**src/rtl/cv32e40px_x_arbiter.sv**
```systemverilog
// X-interface arbiter: broadcasts issue to NUM_COPROC coprocessors, tracks
// instruction ownership by ID, routes commits, round-robins result channels.
module cv32e40px_x_arbiter #(
    parameter int unsigned NUM_COPROC      = 2,
    parameter int unsigned MAX_OUTSTANDING = 4
) (
    input  logic                                clk_i,
    input  logic                                rst_ni,
    input  logic                                x_issue_valid_i,
    output logic                                x_issue_ready_o,
    input  logic [3:0]                          x_issue_req_id_i,
    output logic                                x_issue_resp_accept_o,
    output logic                                x_issue_resp_writeback_o,
    input  logic                                x_commit_valid_i,
    input  logic [3:0]                          x_commit_id_i,
    input  logic                                x_commit_kill_i,
    output logic                                x_result_valid_o,
    input  logic                                x_result_ready_i,
    output logic [3:0]                          x_result_id_o,
    output logic [4:0]                          x_result_rd_o,
    output logic                                x_result_we_o,
    output logic [$clog2(NUM_COPROC)-1:0]       result_sel_o,
    output logic [NUM_COPROC-1:0]               cop_issue_valid_o,
    input  logic [NUM_COPROC-1:0]               cop_issue_ready_i,
    input  logic [NUM_COPROC-1:0]               cop_issue_resp_accept_i,
    input  logic [NUM_COPROC-1:0]               cop_issue_resp_writeback_i,
    output logic [NUM_COPROC-1:0]               cop_commit_valid_o,
    input  logic [NUM_COPROC-1:0]               cop_result_valid_i,
    output logic [NUM_COPROC-1:0]               cop_result_ready_o,
    input  logic [NUM_COPROC-1:0][3:0]          cop_result_id_i,
    input  logic [NUM_COPROC-1:0][4:0]          cop_result_rd_i,
    input  logic [NUM_COPROC-1:0]               cop_result_we_i,
    output logic [4:0]                          outstanding_o,
    output logic                                err_o
);

    localparam int unsigned SW = $clog2(NUM_COPROC);

    logic [15:0]                  tv_q, tv_d;
    logic [15:0][SW-1:0]          to_q, to_d;
    logic [NUM_COPROC-1:0][3:0]   cnt_q, cnt_d;
    logic [SW-1:0]                ptr_q, ptr_d;
    logic [SW-1:0]                gnt_q, gnt_d;
    logic                         lock_q, lock_d;
    logic                         err_q, err_d;

    logic                         stall;
    logic [NUM_COPROC-1:0]        avail;
    logic [NUM_COPROC-1:0]        acc;
    logic [SW-1:0]                iss_own;
    logic                         multi;
    logic                         issue_fire;

    logic                         cmt_hit;
    logic [SW-1:0]                cmt_own;
    logic                         kill;

    logic                         found;
    logic [SW-1:0]                arb_idx;
    logic [SW-1:0]                cand;
    logic [SW-1:0]                grant;
    logic [3:0]                   rid;
    logic                         res_fire;
    logic                         res_own;
    logic [5:0]                   cnt_nxt;

    // Issue side: stall on an ID already in flight, mask full coprocessors
    always_comb begin
        stall = tv_q[x_issue_req_id_i];
        for (int i = 0; i < int'(NUM_COPROC); i++) begin
            avail[i] = cnt_q[i] < 4'(MAX_OUTSTANDING);
        end
        cop_issue_valid_o = {NUM_COPROC{x_issue_valid_i & ~stall}} & avail;
        x_issue_ready_o   = ~stall & (&(cop_issue_ready_i | ~avail));
        acc               = cop_issue_valid_o & cop_issue_resp_accept_i;
        iss_own           = '0;
        for (int i = int'(NUM_COPROC) - 1; i >= 0; i--) begin
            if (acc[i]) iss_own = SW'(i);
        end
        multi      = (acc & (acc - 1'b1)) != '0;
        issue_fire = x_issue_valid_i & x_issue_ready_o & (|acc);
        x_issue_resp_accept_o    = |acc;
        x_issue_resp_writeback_o = (|acc) & cop_issue_resp_writeback_i[iss_own];
    end

    always_comb begin
        cmt_hit = x_commit_valid_i & tv_q[x_commit_id_i];
        cmt_own = to_q[x_commit_id_i];
        kill    = cmt_hit & x_commit_kill_i;
        for (int i = 0; i < int'(NUM_COPROC); i++) begin
            cop_commit_valid_o[i] = cmt_hit & (cmt_own == SW'(i));
        end
    end

    // Round-robin search starting at the pointer, wrapping around
    always_comb begin
        found   = 1'b0;
        arb_idx = ptr_q;
        cand    = '0;
        for (int k = 0; k < int'(NUM_COPROC); k++) begin
            cand = SW'((int'(ptr_q) + k) % int'(NUM_COPROC));
            if (!found && cop_result_valid_i[cand]) begin
                found   = 1'b1;
                arb_idx = cand;
            end
        end
        grant              = lock_q ? gnt_q : arb_idx;
        x_result_valid_o   = lock_q ? cop_result_valid_i[gnt_q] : found;
        x_result_id_o      = cop_result_id_i[grant];
        x_result_rd_o      = cop_result_rd_i[grant];
        x_result_we_o      = cop_result_we_i[grant];
        result_sel_o       = grant;
        cop_result_ready_o = '0;
        cop_result_ready_o[grant] = x_result_ready_i & x_result_valid_o;
        res_fire = x_result_valid_o & x_result_ready_i;
        rid      = cop_result_id_i[grant];
        res_own  = tv_q[rid] & (to_q[rid] == grant);
    end

    always_comb begin
        tv_d   = tv_q;
        to_d   = to_q;
        cnt_d  = cnt_q;
        ptr_d  = ptr_q;
        gnt_d  = gnt_q;
        lock_d = lock_q;
        cnt_nxt = '0;
        err_d  = err_q | (issue_fire & multi)
                       | (x_commit_valid_i & ~tv_q[x_commit_id_i])
                       | (res_fire & ~res_own);
        if (kill) tv_d[x_commit_id_i] = 1'b0;
        if (res_fire && res_own) tv_d[rid] = 1'b0;
        if (issue_fire) begin
            tv_d[x_issue_req_id_i] = 1'b1;
            to_d[x_issue_req_id_i] = iss_own;
        end
        // Counter delta is +issue -kill -result, saturating at 0..15
        for (int i = 0; i < int'(NUM_COPROC); i++) begin
            cnt_nxt = {2'b00, cnt_q[i]};
            if (issue_fire && iss_own == SW'(i)) cnt_nxt = cnt_nxt + 6'd1;
            if (kill && cmt_own == SW'(i))       cnt_nxt = cnt_nxt - 6'd1;
            if (res_fire && res_own && grant == SW'(i)) cnt_nxt = cnt_nxt - 6'd1;
            if (cnt_nxt[5])      cnt_d[i] = 4'd0;
            else if (cnt_nxt[4]) cnt_d[i] = 4'd15;
            else                 cnt_d[i] = cnt_nxt[3:0];
        end
        if (x_result_valid_o && !x_result_ready_i) begin
            lock_d = 1'b1;
            gnt_d  = grant;
        end else if (res_fire) begin
            lock_d = 1'b0;
            ptr_d  = (grant == SW'(NUM_COPROC - 1)) ? '0 : grant + SW'(1);
        end
    end

    always_comb begin
        outstanding_o = '0;
        for (int k = 0; k < 16; k++) begin
            outstanding_o = outstanding_o + 5'(tv_q[k]);
        end
    end

    assign err_o = err_q;

    always_ff @(posedge clk_i or negedge rst_ni) begin
        if (!rst_ni) begin
            tv_q   <= '0;
            to_q   <= '0;
            cnt_q  <= '0;
            ptr_q  <= '0;
            gnt_q  <= '0;
            lock_q <= 1'b0;
            err_q  <= 1'b0;
        end else begin
            tv_q   <= tv_d;
            to_q   <= to_d;
            cnt_q  <= cnt_d;
            ptr_q  <= ptr_d;
            gnt_q  <= gnt_d;
            lock_q <= lock_d;
            err_q  <= err_d;
        end
    end

endmodule

```
**config.mk**
```make
export PLATFORM = sky130hd
export DESIGN_NAME = cv32e40px_x_arbiter
export DESIGN_NICKNAME = d
export VERILOG_FILES = /design/src/rtl/cv32e40px_x_arbiter.sv
export SDC_FILE = /design/constraint.sdc
export NUM_CORES = 1
export LEC_CHECK = 0
export CAP_MARGIN = 20
export CORE_MARGIN = 8
export CORE_UTILIZATION = 45
export CTS_CLUSTER_SIZE = 25
export DETAILED_ROUTE_END_ITERATION = 16
export DONT_BUFFER_PORTS = 1
export HOLD_SLACK_MARGIN = 0.12
export RECOVER_POWER = 100
export SYNTH_ARGS = -nofsm -noshare
export SYNTH_HDL_FRONTEND = slang
export SYNTH_SLANG_ARGS = --single-unit
```
**constraint.sdc**
```tcl
create_clock -name clk_i -period 11.44 [get_ports clk_i]
set_clock_uncertainty 0.15 [all_clocks]
set_input_delay 0 -clock clk_i [delete_from_list [all_inputs] [get_ports clk_i]]
set_output_delay 0 -clock clk_i [all_outputs]
set_load 0.02 [all_outputs]
```
==> flow_summary_export.csv, run 1 <==
group,metric,value,unit
floorplanning,rows,35,
timing,hold_violations,0,
worst_setup_path,worstSetupStartpointType,"register",
pwr,p_sw_share,52.4,%
timing,setup_ws,5.93,ns
logic_synthesis,yosysTopAreaCellShare,25.6,%
clock_network,cts_resized,0,
status,status,"finished, violations left",
pwr,sequentialPowerShare,18.8,%
floorplanning,core,0.00924,mm2
floorplanning,fp.dieH,114,um
logic_synthesis,ys.flop_type,"dfrtp_1",
clock_network,cts_hold_buf,60,
drt,via_per_inst,6.24,
status,violations,"max-capacitance violations, max-slew violations",
cells_and_area,drive_gt1_share,8.26,%
clock_network,post_cts_buffers,0,
timing,slew_headroom,-65.4,%
logic_synthesis,synth_top_cell_by_area,"dfrtp_1",
drt,wire_per_inst,21.4,um
drt,drcViolationCount,0,
timing,rsz0062_at_grt,"no",
logic_synthesis,synth_fp_nets,551,
logic_synthesis,yosys-top-cells-area,"dfrtp_1, mux4_2, nand2_1",
clock_network,clock_latency,0.31,ns
clock_network,cts_max_level,2,
clock_network,cts_tree,"yes",
placed_design,port_buffers,0,
worst_setup_path,crit_required,11.52,ns
drt,antenna_left,0,
min_path,worst_hold_path_type,"in2reg",
pwr,total_power,1.54,mW
grt,antenna_found_initial,0,
clock_network,cts.sinks,44,
pwr,vdd.ir_drop.worst,0.000338,V
placed_design,dp_hpwl,10200,um
worst_setup_path,cpMaxStageDelayCell,"nor4_1",
placed_design,gp_congestion,0.915,
timing,finalCriticalPeriod,5.51,ns
timing,fin_crit_sh,48.1,%
pwr,powerDensity,302,mW/mm2
logic_synthesis,ys_ff_latch,44,
grt,grt_pass1_wl,22300,um
cells_and_area,stdcell_area,0.00508,mm2
timing,fmax,182,MHz
floorplanning,pin_count,69,
pwr,p_leak,2.18,nW
clock_network,cts_buffers,5,
grt,first_global_vias,4058,
floorplanning,die_x,114,um
placed_design,postPlaceCellArea,0.00436,mm2
grt,grt_usage,21.9,%
logic_synthesis,syn_area_per_cell,8.80,um2
clock_network,clk_pin_slew_worst_paths,0.09,ns
logic_synthesis,synth_edf_count,0,
clock_network,clockBufferDepth,2,
worst_setup_path,crit_path_end_kind,"register",
logic_synthesis,synthArstFlopShare,100,%
timing,slew_violations,54,
cells_and_area,num-fill-cells,840,
floorplanning,die-area,0.0129,mm2
grt,grt_max_degree,45,
clock_network,cts_root_buf,"clkbuf_8",
pwr,p_switching,804,uW
drt,first_pass_iters,6,
cells_and_area,nNetsFinal,595,
grt,gr-total-overflow,0,
drt,initialDrtViolationCount,395,
drt,wirelength,14100,um
pwr,pwr-share-clk,11.0,%
timing,fin_setup_tns,0,ns
placed_design,pre_cts_ws,7.28,ns
worst_setup_path,cp_max_fo,17,
logic_synthesis,synthesis.area,0.00430,mm2
worst_setup_path,worstPathCellList,"o211a_2 > nor2_1 > inv_1 > mux2_1 > a221o_1 > nand4_1 > nor4_1 > mux2_1 > a22oi_1",
worst_setup_path,cpMostUsedCell,"mux2_1",
logic_synthesis,syn-instance-count,488,
logic_synthesis,yosys.cell_types.count,79,
pwr,combPwrFrac,70.2,%
logic_synthesis,synth-seq-area-share,25.6,%
worst_setup_path,critPathMaxStageDelay,1.29,ns
pwr,internal-power,731,uW
timing,worstMarginPinSlew,2.48,ns
drt,via_count,4129,
logic_synthesis,ys_warn_count,0,
timing,setup_viol,0,
flow_run,maxCapViolCount,2,
cells_and_area,diodes,0,
cells_and_area,area_growth,18.2,%
floorplanning,start_util,46.5,%
worst_setup_path,path_class,"reg2reg",
worst_setup_path,arrival,5.58,ns
-- layer usage --
| metal | part of all wire [%] | global-route usage [%] |
|---|---|---|
| met2 | 46 | 34.7 |
| met3 | 9.8 | 5.60 |
| met5 | 0 | 0 |
| met4 | 2.7 | 7.73 |
| met1 | 42 | 28.1 |
-- synth_stat cells (7+ instances only) --
library cell   n
a21oi_1       13
a22oi_1       10
a31oi_1        9
and2_1        10
clkbuf_1      17
dfrtp_1       44
fa_1          10
ha_1          11
inv_1         26
mux2_1        13
mux2_2        16
mux2i_1       11
mux4_2        13
nand2_1       70
nand2b_1      12
nand3_1       20
nor2_1        28
nor2b_1       10
nor3_1        12
o21ai_0       18
xnor2_1        7
-- cell usage in the layout, fill, tap and decap left out, drive strengths merged, types with 5 or more instances in the layout --
master,n
nor2b,10
inv,28
a22oi,11
mux4,13
and2,10
nand2b,12
clkbuf,6
mux2i,13
nand3,20
fa,10
a21o,5
nor2,29
xnor2,8
dfrtp,44
o211ai,6
dlygate4sd3,58
a31oi,9
nand2,70
ha,11
a21oi,14
mux2,29
nor4,5
nor3,12
o21ai,21
-- path summary, 6_finish.rpt --
path	start	slack, ns	cells past startpoint	endpoint
hold / removal	cop_result_id_i[0]	0.15	4	tv_q[9]
min in group asynchronous	rst_ni	1.09	3	tv_q[11]
setup reg to reg	ptr_q	5.93	9	cnt_q[1]
setup / recovery	ptr_q	5.93	9	cnt_q[1]
max in group asynchronous	rst_ni	8.65	3	ptr_q
hold reg to reg	to_q[3]	0.37	1	to_q[3]
-- kinds of logic (layout without fill, tap and decap cells) --
family                     after synthesis  in the layout  synth area share (%)
muxes                                   55             55                  17.8
adders and majority gates               21             21                  7.86
buffers and inverters                   51             96                  4.72
xor gates and xnor gates                12             12                  2.80
AOI/OAI and AO/OA                      108            108                  17.9
and+or+nand+nor                        197            197                  23.3
DFF                                     44             44                  25.6
-- critical path: cells and delay by family (launching register included) --
kind	cells	cell delay, ns
and+or+nand+nor	3	2.60
DFF	1	0.46
buffers and inverters	1	0.68
muxes	2	0.87
AOI/OAI and AO/OA	3	0.66
-- per-stage QoR --
stage                     util, %  instances  hold slack [ns]
after floorplan                 -        488           -0.446
after global placement       47.2        594           -0.443
after detailed placement     47.2        594           -0.443
after CTS                    55.8        662            0.131
after global routing         55.0        662            0.160
final                        55.0        662            0.151
-- flip-flops by register name (all words and copies together) (netlist names) --
| register | flops |
|---|---|
| cnt_q | 8 |
| gnt_q | 1 |
| err_o | 1 |
| tv_q | 16 |
| to_q | 16 |
| ptr_q | 1 |
| lock_q | 1 |
-- power by group through the flow --
| stage | clock network (mW) | registers [mW] | logic (mW) |
|---|---|---|---|
| after floorplan | 0 | 0.251 | 0.864 |
| after global placement | 0 | 0.284 | 1.01 |
| after detailed placement | 0 | 0.290 | 1.03 |
| after CTS | 0.171 | 0.287 | 1.10 |
| after global routing | 0.177 | 0.296 | 1.21 |
| final | 0.169 | 0.289 | 1.08 |
-- final cells by class --
| class | count | area, um2 | share of cell area (%) |
|---|---|---|---|
| multi-input cells | 393 | 2960 | 58.2 |
| flip-flops and latches | 44 | 1100 | 21.7 |
| repair buffers | 60 | 594 | 11.7 |
| well taps | 129 | 161 | 3.18 |
| inverters | 28 | 105 | 2.07 |
| clock inverters | 3 | 90.1 | 1.77 |
| clock buffers | 5 | 68.8 | 1.36 |
(Power assumes the default switching activity.)
==> inputs of run 2 (changes only) <==
- ABC_AREA: unset -> 1
- clock period: 11.44 -> 5.1 ns (I/O delays scaled with it)
==> run 2 against run 1 <==
The run still ends with max-capacitance violations, max-slew violations left. Die area fell by 2.0%. Setup slack got worse by 5.5 ns. Critical endpoint is now tv_q[8]. Hold slack got worse by 0.032 ns. Area after synthesis fell by 2.3%. Global-route usage rose by 0.52 points. Sequential share of layout area rose by 0.87 points. Cell area fell by 3.9%. Register-to-register slack got worse by 5.5 ns. Clock-buffer cell count rose by 1. Sequential cell count did not move. Final cell count rose by 24%. Highest routed layer unchanged.
==> flow_summary_export.csv, run 2 <==
group,metric,value,unit
status,status,"finished, violations left",
status,violations,"max-capacitance violations, max-slew violations",
logic_synthesis,yosysTopAreaCellShare,26.2,%
pwr,vdd.ir_drop.worst,0.000922,V
logic_synthesis,syn-instance-count,659,
drt,via_count,4458,
placed_design,dp_hpwl,10200,um
pwr,p_leak,2.56,nW
floorplanning,die-area,0.0127,mm2
cells_and_area,multi_input_area,0.00261,mm2
logic_synthesis,yosys.cell_types.count,39,
logic_synthesis,ys_warn_count,0,
worst_setup_path,r2r_cells,16,
worst_setup_path,crit_required,5.19,ns
floorplanning,rows,35,
clock_network,cts_tree,"yes",
grt,grt_usage,22.4,%
cells_and_area,num-fill-cells,941,
clock_network,post_cts_buffers,0,
drt,first_pass_iters,5,
cells_and_area,drive_gt1_share,6.59,%
timing,slew_headroom,-69.2,%
timing,fin_crit_sh,92.4,%
clock_network,cts_max_level,2,
floorplanning,fp.dieH,113,um
clock_network,cts_root_buf,"clkbuf_8",
clock_network,clk_pin_slew_worst_paths,0.10,ns
logic_synthesis,ys_ff_latch,44,
drt,drcViolationCount,0,
logic_synthesis,synth_fp_nets,722,
timing,hold_violations,0,
cells_and_area,largest_registers,"to_q (16), tv_q (16), cnt_q (8)",
drt,antenna_left,0,
flow_run,maxCapViolCount,1,
timing,slew_violations,45,
floorplanning,pin_count,69,
worst_setup_path,worstSetupStartpointType,"register",
pwr,total_power,3.06,mW
drt,initialDrtViolationCount,292,
grt,grt_max_degree,45,
grt,antenna_found_initial,0,
clock_network,cts.sinks,44,
timing,fmax,212,MHz
drt,wire_per_inst,16.9,um
cells_and_area,final_common_cell,"nand2_1",
logic_synthesis,synth-seq-area-share,26.2,%
min_path,worst_hold_path_type,"in2reg",
logic_synthesis,ys.flop_type,"dfrtp_1",
logic_synthesis,synth_top_cell_by_area,"dfrtp_1",
logic_synthesis,synth_edf_count,0,
grt,grt_pass1_wl,23000,um
clock_network,cts_buffers,5,
worst_setup_path,reg2reg_to,"tv_q[8]",
min_path,hold_start,"cop_result_valid_i[1]",
cells_and_area,ff_latch_area,0.00110,mm2
placed_design,gp_congestion,0.897,
timing,worstMarginPinSlew,2.54,ns
logic_synthesis,syn_area_per_cell,6.37,um2
logic_synthesis,synthArstFlopShare,100,%
clock_network,clock_latency,0.31,ns
placed_design,port_buffers,0,
cells_and_area,nNetsFinal,775,
cells_and_area,mostFrequentLayoutCells,"nand2_1, inv_1, nand3_1, dlygate4sd3_1, nor2_1",
logic_synthesis,yosysMostFrequentCell,"nand2_1",
drt,via_per_inst,5.41,
worst_setup_path,path_class,"reg2reg",
timing,fin_setup_tns,0,ns
worst_setup_path,arrival,4.81,ns
grt,first_global_vias,4468,
timing,setup_viol,0,
drt,wirelength,13900,um
worst_setup_path,rr_startpoint,"tv_q[0]",
logic_synthesis,synth_commonest_cells,"nand2_1, inv_1, nand3_1",
worst_setup_path,r2r_slack,0.39,ns
floorplanning,start_util,45.9,%
min_path,min_to,"gnt_q",
worst_setup_path,crit_path_end_kind,"register",
grt,gr-total-overflow,0,
logic_synthesis,synthesis.area,0.00420,mm2
clock_network,clockBufferDepth,2,
floorplanning,core,0.00915,mm2
timing,rsz0062_at_grt,"no",
min_path,hold_depth,4,
cells_and_area,diodes,0,
cells_and_area,area_growth,16.3,%
pwr,powerDensity,627,mW/mm2
floorplanning,die_x,113,um
timing,finalCriticalPeriod,4.71,ns
logic_synthesis,yosys-top-cells-area,"dfrtp_1, nand2_1, nand3_1",
worst_setup_path,cp_max_fo,5,
[run 2: through the flow]
step | worst slack, ns | cells | cell area (um2) | hold WS [ns] | util, %
5_1_grt | 0.145 | 824 | 4880 | 0.173 | 53.3
3_5_place_dp | 1.26 | 760 | 4250 | -0.443 | 46.5
6_report | 0.389 | 824 | 4880 | 0.119 | 53.3
4_1_cts | 0.517 | 824 | 4970 | 0.122 | 54.3
2_1_floorplan | 1.42 | 659 | 4200 | -0.446 | -
3_3_place_gp | 1.30 | 760 | 4250 | -0.443 | 46.5
[run 2: kinds of logic (layout without fill, tap and decap cells)]
family / Yosys count / count (layout) / synth area share (%)
AOI/OAI and AO/OA: 63 / 63 / 8.82
xor gates and xnor gates: 4 / 4 / 0.835
DFF: 44 / 44 / 26.2
buffers and inverters: 105 / 159 / 10.6
adders and majority gates: 21 / 21 / 8.05
and+or+nand+nor: 422 / 422 / 45.5
[run 2: worst max-delay path by stage]
| stage | endpoint | cells past startpoint | slack [ns] | start |
|---|---|---|---|---|
| after floorplan | outstanding_o[4] | 10 | 1.42 | tv_q[0] |
| after global placement | outstanding_o[4] | 10 | 1.30 | tv_q[0] |
| after detailed placement | outstanding_o[4] | 10 | 1.26 | tv_q[0] |
| after CTS | tv_q[8] | 16 | 0.52 | tv_q[0] |
| after global routing | tv_q[8] | 16 | 0.15 | tv_q[0] |
| final | tv_q[8] | 16 | 0.39 | tv_q[0] |
[run 2: layout make-up]
class                   count  share of cell area (%)
multi-input cells         510                    53.4
repair buffers             57                    11.5
clock inverters             2                   0.794
inverters                  94                    7.23
clock buffers               6                    1.69
well taps                 111                    2.84
flip-flops and latches     44                    22.6
[run 2: critical path, stage by stage (launching register included)]
cell           delay (ns)
dfrtp_1              0.46
nand2_1              0.10
nand2_1              0.06
nand2_1              0.06
nand2_1              0.06
nand2_1              0.08
nand2_1              0.13
nor2_4               0.17
nand3_1              0.17
o21ai_0              0.70
nand2_1              0.29
nor3_1               0.28
dlygate4sd3_1        0.67
nand2_1              0.06
dlygate4sd3_1        0.60
nand2_1              0.08
dlygate4sd3_1        0.54
[run 2: what timing repair did]
item                      4_1_cts  5_1_grt
hold buffers                   56        0
hold endpoints to repair       94        0
gates resized for setup         0        0
[run 2: power breakdown]
group	switching, mW	total, mW	internal [mW]	leakage (nW)
clock	0.136	0.296	0.161	0.0614
sequential	0.119	0.564	0.446	0.574
combinational	1.47	2.20	0.733	1.93
total	1.72	3.06	1.34	2.56
[run 2: layer usage]
layer | vias to the layer above | global-route usage (%) | wire length [um]
li1 | 2204 | - | -
met1 | 2042 | 29.1 | 6070
met2 | 190 | 37.4 | 6480
met3 | 22 | 3.70 | 1140
met4 | 0 | 6.03 | 243
met5 | - | 0 | 0
==> inputs of run 3 (changes only) <==
- CORE_UTILIZATION: 45 -> 40
==> run 3 against run 2 <==
Final cell count up 3.4%. Sequential power barely moved. The flow still finishes with violations (max-capacitance violations, max-slew violations). Power is 0.87% lower. Sequential cell count unchanged. Critical path type unchanged. Via count up 1.8%. Sequential share of layout area shrank 0.17 points. Critical path depth grew 3.
==> flow_summary_export.csv, run 3 (synthesis results as in run 2) <==
group,metric,value,unit
drt,wirelength,14100,um
grt,grt_max_degree,45,
timing,fmax,213,MHz
drt,m1WireLength,5930,um
worst_setup_path,crit_start,"lock_q",
timing,hold_violations,0,
worst_setup_path,critPathMaxStageDelay,0.68,ns
clock_network,cts_root_buf,"clkbuf_8",
drt,wl_met3,1140,um
drt,drcViolationCount,0,
cells_and_area,drive_gt1_share,5.87,%
worst_setup_path,crit_required,5.13,ns
floorplanning,start_util,40.8,%
worst_setup_path,reg2reg_to,"tv_q[2]",
floorplanning,die-area,0.0140,mm2
drt,wire_per_inst,16.5,um
cells_and_area,largest_registers,"to_q (16), tv_q (16), cnt_q (8)",
drt,initialDrtViolationCount,369,
min_path,hold_depth,4,
min_path,worst_hold_path_type,"in2reg",
timing,slew_violations,45,
placed_design,pre_cts_ws,1.24,ns
worst_setup_path,worstPathCellList,"a21oi_1 > nand2_4 > nand2_4 > inv_1 > nand2_1 > nand2_1 > dlygate4sd3_1 > nor2_1 > nand2_1 > nand2_1 > nor2_1 > nand2_1 > and2_4 > nand3_1 > inv_2 > nand3_1 > nand3_1 > nand2_1 > dlygate4sd3_1",
timing,setup_viol,0,
worst_setup_path,crit_path_end_kind,"register",
grt,antenna_found_initial,0,
drt,first_pass_iters,5,
clock_network,cts_tree,"yes",
cells_and_area,ff_latch_area,0.00110,mm2
clock_network,cts_buffers,5,
cells_and_area,nNetsFinal,779,
worst_setup_path,arrival,4.74,ns
drt,via_count,4537,
status,violations,"max-capacitance violations, max-slew violations",
worst_setup_path,rr_startpoint,"lock_q",
grt,grt_usage,19.6,%
timing,fin_crit_sh,92.2,%
clock_network,cts.sinks,44,
worst_setup_path,r2r_cells,19,
floorplanning,die_x,118,um
timing,setup_ws,0.396,ns
grt,grt_pass1_wl,22500,um
status,status,"finished, violations left",
floorplanning,pin_count,69,
cells_and_area,multi_input_area,0.00260,mm2
cells_and_area,num-fill-cells,1061,
clock_network,clk_pin_slew_worst_paths,0.09,ns
worst_setup_path,cp_max_fo,21,
drt,via_per_inst,5.33,
timing,slew_headroom,-74.7,%
grt,gr-total-overflow,0,
floorplanning,core,0.0103,mm2
grt,first_global_vias,4381,
worst_setup_path,cpMostUsedCell,"nand2_1",
drt,antenna_left,0,
min_path,hold_start,"cop_result_valid_i[1]",
worst_setup_path,worstSetupStartpointType,"register",
timing,worstMarginPinSlew,2.62,ns
timing,finalCriticalPeriod,4.70,ns
pwr,p_leak,2.55,nW
cells_and_area,diodes,0,
cells_and_area,area_growth,17.2,%
clock_network,post_cts_buffers,0,
floorplanning,fp.dieH,118,um
timing,rsz0062_at_grt,"no",
placed_design,port_buffers,0,
clock_network,clockBufferDepth,2,
worst_setup_path,r2r_slack,0.40,ns
drt,highest_layer,"met4",
min_path,min_to,"gnt_q",
floorplanning,rows,37,
pwr,powerDensity,617,mW/mm2
clock_network,clock_latency,0.31,ns
worst_setup_path,path_class,"reg2reg",
pwr,total_power,3.04,mW
placed_design,dp_hpwl,10400,um
flow_run,maxCapViolCount,1,
timing,fin_setup_tns,0,ns
cells_and_area,final_common_cell,"nand2_1",
pwr,vdd.ir_drop.worst,0.00112,V
drt,met2WireLength,6620,um
cells_and_area,mostFrequentLayoutCells,"nand2_1, inv_1, nand3_1, dlygate4sd3_1, nor2_1",
worst_setup_path,cpMaxStageDelayCell,"dlygate4sd3_1",
placed_design,gp_congestion,0.942,
clock_network,cts_max_level,2,
## run 3: cell types whose count changed in the layout (fill, tap and decap cells not counted), sizes merged
cell	delta
inv	-2
clkbuf	+1
clkinv	+1
dlygate4sd3	+4
bufinv	-1
## run 3: per-stage QoR
stage               area [um2]  instances  util, %  hold slack, ns
finish                    4920        852     47.9           0.132
global route              4920        852     47.9           0.169
CTS                       5020        852     48.8           0.137
detailed placement        4280        785     41.7          -0.443
global placement          4280        785     41.7          -0.443
floorplan                 4200        659        -          -0.446
## run 3: layout make-up
type	instances	area share, %
Multi-Input combinational cell	510	52.8
Sequential cell	44	22.4
Timing Repair Buffer	61	12.2
Inverter	94	7.17
Tap cell	136	3.46
Clock buffer	7	1.96
## run 3: worst max-delay path by stage
stage	slack, ns	cells past startpoint	end
6_report	0.40	19	tv_q[2]
5_1_grt	0.16	19	tv_q[2]
4_1_cts	0.49	16	tv_q[5]
3_5_place_dp	1.24	10	outstanding_o[4]
3_3_place_gp	1.29	10	outstanding_o[4]
2_1_floorplan	1.42	10	outstanding_o[4]
## run 3: critical path: cells and delay by family (launching register included)
family / cells / cell delay (ns)
flip-flops: 1 / 0.41
AND/OR/NAND/NOR: 14 / 2.04
buffers and inverters: 4 / 1.75
AO/OA/AOI/OAI: 1 / 0.22
## run 3: layer usage
| layer | vias up | global-route usage (%) |
|---|---|---|
| li1 | 2213 | - |
| met1 | 2092 | 24.5 |
| met2 | 201 | 33.1 |
| met3 | 31 | 3.66 |
| met4 | 0 | 7.11 |
| met5 | - | 0 |
## run 3: repair_timing
action	4_1_cts	5_1_grt
endpoints found under the hold margin	93	0
gates resized for setup	0	0
hold buffers	60	0
## run 3: power by group
| part | total [mW] | switching (mW) | internal, mW | leakage (nW) |
|---|---|---|---|---|
| clock network | 0.248 | 0.127 | 0.121 | 0.0503 |
| registers | 0.563 | 0.117 | 0.446 | 0.574 |
| logic | 2.23 | 1.48 | 0.744 | 1.92 |
| total | 3.04 | 1.73 | 1.31 | 2.55 |
